`src/rtl/pcileech_bar_req_master.sv`:
```
// ============================================================================
// Module   : pcileech_bar_req_master
// Brief    : Single-outstanding command master for a PCIe BAR. Turns one
//            command at a time into a BAR write or a tagged BAR read, waits
//            for the matching read reply (bounded by TIMEOUT_CYCLES), and
//            reports each read as a one-cycle result pulse. Unmatched replies
//            and abandoned reads are counted.
// Revision : 1.0 - initial release
// ============================================================================
`default_nettype none

module pcileech_bar_req_master #(
  parameter int TIMEOUT_CYCLES = 64
) (
  input  logic        clk,
  input  logic        rst,
  input  logic [31:0] base_address_register,
  // command side
  input  logic        cmd_valid,
  output logic        cmd_ready,
  input  logic        cmd_write,
  input  logic [10:0] cmd_offset,
  input  logic [3:0]  cmd_be,
  input  logic [31:0] cmd_data,
  input  logic [7:0]  cmd_tag,
  // BAR write request
  output logic [31:0] wr_addr,
  output logic [3:0]  wr_be,
  output logic [31:0] wr_data,
  output logic        wr_valid,
  // BAR read request
  output logic [87:0] rd_req_ctx,
  output logic [31:0] rd_req_addr,
  output logic        rd_req_valid,
  // BAR read reply
  input  logic [87:0] rd_rsp_ctx,
  input  logic [31:0] rd_rsp_data,
  input  logic        rd_rsp_valid,
  // read result
  output logic        res_valid,
  output logic [7:0]  res_tag,
  output logic [31:0] res_data,
  output logic        res_timeout,
  // status
  output logic        busy,
  output logic [15:0] timeout_count,
  output logic [7:0]  stray_count
);

  typedef enum logic [2:0] {
    S_IDLE     = 3'd0,
    S_WR       = 3'd1,
    S_RD_ISSUE = 3'd2,
    S_RD_WAIT  = 3'd3,
    S_RESULT   = 3'd4
  } state_t;

  // Last wait-counter value before a read is given up.
  localparam logic [15:0] c_WAIT_LAST = 16'(TIMEOUT_CYCLES - 1);

  state_t      r_state;
  state_t      w_state_nxt;

  // Command fields captured at acceptance. The write/read flag is carried by
  // the state the FSM enters (WR vs RD_ISSUE), so it needs no separate flop.
  logic [31:0] r_addr;
  logic [3:0]  r_be;
  logic [31:0] r_data;
  logic [7:0]  r_tag;
  logic [7:0]  r_pend_seq;   // sequence number owned by the pending read

  logic [7:0]  r_seq;        // next sequence number to hand out
  logic [15:0] r_wait_cnt;

  logic [7:0]  r_res_tag;
  logic [31:0] r_res_data;
  logic        r_res_timeout;
  logic [15:0] r_timeout_count;
  logic [7:0]  r_stray_count;

  logic [31:0] w_cmd_addr;
  logic        w_accept;
  logic        w_rsp_match;
  logic        w_timeout;
  logic        w_stray;

  // Flag bits of the BAR, the word-aligning offset bits and the caller-owned
  // upper reply context play no part in the datapath.
  logic        w_unused_bits;
  assign w_unused_bits = ^{base_address_register[3:0], cmd_offset[1:0],
                           rd_rsp_ctx[87:16]};

  assign w_cmd_addr  = (base_address_register & 32'hFFFF_FFF0)
                     + {21'b0, cmd_offset[10:2], 2'b00};
  assign w_accept    = cmd_valid && (r_state == S_IDLE) && !rst;
  assign w_rsp_match = (r_state == S_RD_WAIT) && rd_rsp_valid
                     && (rd_rsp_ctx[15:0] == {r_pend_seq, r_tag});
  // A reply on the final wait cycle beats the timeout.
  assign w_timeout   = (r_state == S_RD_WAIT) && !w_rsp_match
                     && (r_wait_cnt == c_WAIT_LAST);
  assign w_stray     = rd_rsp_valid && !w_rsp_match;

  // State register.
  always_ff @(posedge clk) begin
    if (rst) begin
      r_state <= S_IDLE;
    end else begin
      r_state <= w_state_nxt;
    end
  end

  // Next-state selection and state-decoded outputs (all forced low in reset).
  always_comb begin
    w_state_nxt  = r_state;
    cmd_ready    = 1'b0;
    busy         = 1'b0;
    wr_valid     = 1'b0;
    rd_req_valid = 1'b0;
    res_valid    = 1'b0;
    case (r_state)
      S_IDLE:     if (w_accept) w_state_nxt = cmd_write ? S_WR : S_RD_ISSUE;
      S_WR:       w_state_nxt = S_IDLE;
      S_RD_ISSUE: w_state_nxt = S_RD_WAIT;
      S_RD_WAIT:  if (w_rsp_match || w_timeout) w_state_nxt = S_RESULT;
      S_RESULT:   w_state_nxt = S_IDLE;
      default:    w_state_nxt = S_IDLE;
    endcase
    if (!rst) begin
      cmd_ready    = (r_state == S_IDLE);
      busy         = (r_state != S_IDLE);
      wr_valid     = (r_state == S_WR);
      rd_req_valid = (r_state == S_RD_ISSUE);
      res_valid    = (r_state == S_RESULT);
    end
  end

  // Data and address outputs, held at zero while in reset.
  always_comb begin
    wr_addr       = '0;
    wr_be         = '0;
    wr_data       = '0;
    rd_req_addr   = '0;
    rd_req_ctx    = '0;
    res_tag       = '0;
    res_data      = '0;
    res_timeout   = 1'b0;
    timeout_count = '0;
    stray_count   = '0;
    if (!rst) begin
      wr_addr       = r_addr;
      wr_be         = r_be;
      wr_data       = r_data;
      rd_req_addr   = r_addr;
      rd_req_ctx    = {72'h0, r_pend_seq, r_tag};
      res_tag       = r_res_tag;
      res_data      = r_res_data;
      res_timeout   = r_res_timeout;
      timeout_count = r_timeout_count;
      stray_count   = r_stray_count;
    end
  end

  // Command capture, sequence numbering and the read wait counter.
  always_ff @(posedge clk) begin
    if (rst) begin
      r_addr     <= '0;
      r_be       <= '0;
      r_data     <= '0;
      r_tag      <= '0;
      r_pend_seq <= '0;
      r_seq      <= '0;
      r_wait_cnt <= '0;
    end else begin
      if (w_accept) begin
        r_addr     <= w_cmd_addr;
        r_be       <= cmd_be;
        r_data     <= cmd_data;
        r_tag      <= cmd_tag;
        r_pend_seq <= r_seq;
      end
      if (r_state == S_RD_ISSUE) begin
        r_seq      <= r_seq + 8'd1;
        r_wait_cnt <= '0;
      end else if (r_state == S_RD_WAIT) begin
        r_wait_cnt <= r_wait_cnt + 16'd1;
      end
    end
  end

  // Result capture (held between pulses) and saturating event counters.
  always_ff @(posedge clk) begin
    if (rst) begin
      r_res_tag       <= '0;
      r_res_data      <= '0;
      r_res_timeout   <= 1'b0;
      r_timeout_count <= '0;
      r_stray_count   <= '0;
    end else begin
      if (w_rsp_match) begin
        r_res_tag     <= r_tag;
        r_res_data    <= rd_rsp_data;
        r_res_timeout <= 1'b0;
      end else if (w_timeout) begin
        r_res_tag     <= r_tag;
        r_res_data    <= 32'hFFFF_FFFF;
        r_res_timeout <= 1'b1;
        if (r_timeout_count != 16'hFFFF) begin
          r_timeout_count <= r_timeout_count + 16'd1;
        end
      end
      if (w_stray && (r_stray_count != 8'hFF)) begin
        r_stray_count <= r_stray_count + 8'd1;
      end
    end
  end

endmodule

`default_nettype wire

```
`config.mk`:
```
export PLATFORM = sky130hd
export DESIGN_NAME = pcileech_bar_req_master
export DESIGN_NICKNAME = d
export VERILOG_FILES = /design/src/rtl/pcileech_bar_req_master.sv
export SDC_FILE = /design/constraint.sdc
export NUM_CORES = 1
export LEC_CHECK = 0
export BUFFER_PORTS_ARGS = -buffer_cell sky130_fd_sc_hd__buf_2
export CAP_MARGIN = 5
export CORE_AREA = 2 2 181 183
export DETAILED_ROUTE_END_ITERATION = 8
export DIE_AREA = 0 0 183 185
export SLEW_MARGIN = 20
export SYNTH_ARGS = -nofsm -noshare
export SYNTH_HDL_FRONTEND = slang
export SYNTH_SLANG_ARGS = --single-unit
```
`constraint.sdc`:
```
create_clock -name clk -period 2.54 [get_ports clk]
set_clock_uncertainty 0.2 [all_clocks]
set_input_delay 0.508 -clock clk [delete_from_list [all_inputs] [get_ports clk]]
set_output_delay 0.508 -clock clk [all_outputs]
set_load 0.02 [all_outputs]
```
==> impl_metrics.ini <==
[placement]
dpl_cell_area_sq_um = 11110
dp_hpwl_microns = 20210
port_buffers = 315
gp_congestion = 0.8348

[synth]
synth.ff_latch_count = 174
syn-cell-area_sq_um = 9235
yosysTopAreaCell = dfxtp_1
ys_seq_area_share_pct = 37.72
synth.distinct_cells = 53
synthArstFlopShare_pct = 0
synthCells = 1073
avgSynthCellArea_sq_um = 8.607
synth-edff-count = 0
ys.flop_type = dfxtp_1
synth.most_common_cell = dfxtp_1
synth.top_cell.area_share_pct = 37.72
yosys-top-cells-count = dfxtp_1 (174), nor2b_1 (142), buf_4 (107)
yosys_warnings = 0
synth.area.top_cells = dfxtp_1 (38%), nor2b_1 (9.6%), buf_4 (8.7%), mux2_2 (7.9%), nor3_1 (4.0%)

[cts]
cts_max_level = 4
cts.reportedPaths.clkPinSlew_ns = 0.08
clock-root-buffer = clkbuf_16
cts_buffer_depth = 2
cts_hold_buf = 0
clk_latency_ns = 0.44
tritoncts = yes
cts_buffers = 17
cts.sinks = 174

[final_layout]
finalNetCount = 1605
syn2layout_area_growth_pct = 27.91
drive_above_1_share_pct = 35.87
design_area_sq_um = 11810
utilization_pct = 36.87

[critical_path]
r2r_slack_ns = 0.08
crit_required_ns = 2.67
worst-setup-path-type = flop to flop
end_kind = flop
worstPathArrival_ns = 2.59
crit_fanout = 6
worstSetupStartpointType = flop

[power]
pwr-share-comb_pct = 19.9
p_sw_mw = 2.281
sequentialPowerShare_pct = 41.4
clockPowerShare_pct = 38.7
internal_power_mw = 4.942
swShare_pct = 31.58
power_density_nw_per_um2 = 611.5
p_leak_nw = 5.608
peakVddDrop_mv = 0.4471

[run]
maxCapViolCount = 0

[route]
routed_wl_microns = 25930
wl_met2_microns = 12690
route.detailed.wl_per_inst_microns = 14.37
dr.pass1.iters = 4
highest_layer = met5
ant_nets = 0
drt_iter0_drc = 303
dr_wl_met3_microns = 1921
vias = 8015
m1WireLength_microns = 10840
drc_errors = 0
vias_per_cell = 4.440

[floorplan]
rows = 66
core_sq_um = 32040
die_w_microns = 183
die-area_sq_um = 33860
initial_core_util_pct = 28.82
die_h_microns = 185
io_pins = 470

[sta]
setup_viol = 0
finalHoldViolations = 0
slew_headroom_pct = 58.03
fmax_ghz = 0.4068
finalCritPeriodShare_pct = 96.79
period_needed_ns = 2.458
slew_violations = 0
tightest_slew_ns = 0.6285
rsz0062_at_grt = false

[global_route]
overflow = 0
grtUsageTotal_pct = 15.09
antenna_found_initial = 8
grt_pass1_vias = 7480
grt_pass1_wl_microns = 39680
grt_max_degree = 74

[run_status]
status = complete, no violations

[min_path]
hold_path_class = primary input to flop
-- critical path, cell delays in order (launching register included) --
cell      delay [ns]
dfxtp_1         0.33
or4_4           0.52
a2111o_1        0.52
buf_4           0.19
nor3_1          0.24
mux2_2          0.36
-- cells in the final DEF, fill, tap and decap left out, types with 33 or more instances in the layout --
cell type,count
nor2b_1,142
conb_1,76
buf_4,58
nand2_1,61
buf_2,313
nor3_1,73
dfxtp_1,172
xor2_1,33
o21ai_0,50
mux2_2,65
nor2_1,85
nand3_1,34
-- layout make-up --
class	instances	area, sq um
Sequential cell	174	3486
Inverter	15	56.30
Multi-Input combinational cell	794	4962
Antenna cell	3	7.507
Timing Repair Buffer	379	2153
Fill cell	3338	20230
Clock buffer	17	425.4
Tap cell	408	510.5
Clock inverter	15	211.5
-- stage by stage --
stage	cells	setup WS [ns]	hold WS [ns]	setup TNS, ns	power [mW]
3_3_place_gp	1769	-0.3800	0.2692	-11.23	4.469
5_1_grt	1803	0.01797	0.04458	0	7.587
3_5_place_dp	1769	-0.3707	0.2718	-12.69	4.485
4_1_cts	1802	0.01256	0.02670	0	7.339
6_report	1805	0.08155	0.06046	0	7.224
2_1_floorplan	1148	-0.00006939	0.2534	-0.00006939	4.084
-- per-layer routing --
layer / vias up / global-route usage (%)
met2: 299 / 26.77
met5: - / 0
met3: 21 / 4.778
met1: 3647 / 17.07
li1: 4042 / -
met4: 6 / 5.248
-- final timing paths --
kind / start / end / cells past startpoint
hold reg to reg: r_state[2] / r_state[2] / 1
hold / removal: cmd_tag[3] / r_tag[3] / 3
setup reg to reg: r_wait_cnt[8] / r_timeout_count[7] / 5
setup / recovery: r_wait_cnt[8] / r_timeout_count[7] / 5
-- cells by family (layout without fill, tap and decap cells) --
group / count (synthesis) / in the layout / share of synthesized area (%)
DFF: 174 / 174 / 37.72
xor gates and xnor gates: 62 / 62 / 5.880
muxes: 68 / 68 / 8.264
buffers and inverters: 180 / 426 / 12.30
other: 1 / 79 / 0.04061
and+or+nand+nor: 483 / 483 / 28.25
AOI/OAI and AO/OA: 93 / 93 / 5.839
adders and majority gates: 12 / 12 / 1.707
-- power by group through the flow --
stage                     logic [mW]  registers (mW)  clock network (mW)
after floorplan                 1.06            3.02                   0
after global placement          1.42            3.05                   0
after detailed placement        1.43            3.05                   0
after CTS                       1.45            2.99                2.90
after global routing            1.57            3.01                3.00
final                           1.44            2.99                2.79
-- timing repair --
action,4_1_cts,5_1_grt
pin swaps,1,2
buffers inserted,1,0
gates cloned,0,0
gates resized for setup,3,9
setup endpoints to repair,1,50
hold endpoints to repair,0,0
-- sequential cells by signal (all words and copies together), names as in the netlist --
signal,cells
r_addr,30
r_be,4
r_data,32
r_pend_seq,8
r_res_data,32
r_res_tag,8
r_res_timeout,1
r_seq,8
r_state,3
r_stray_count,8
r_tag,8
r_timeout_count,16
r_wait_cnt,16
Power figures use the tool's default switching activity.
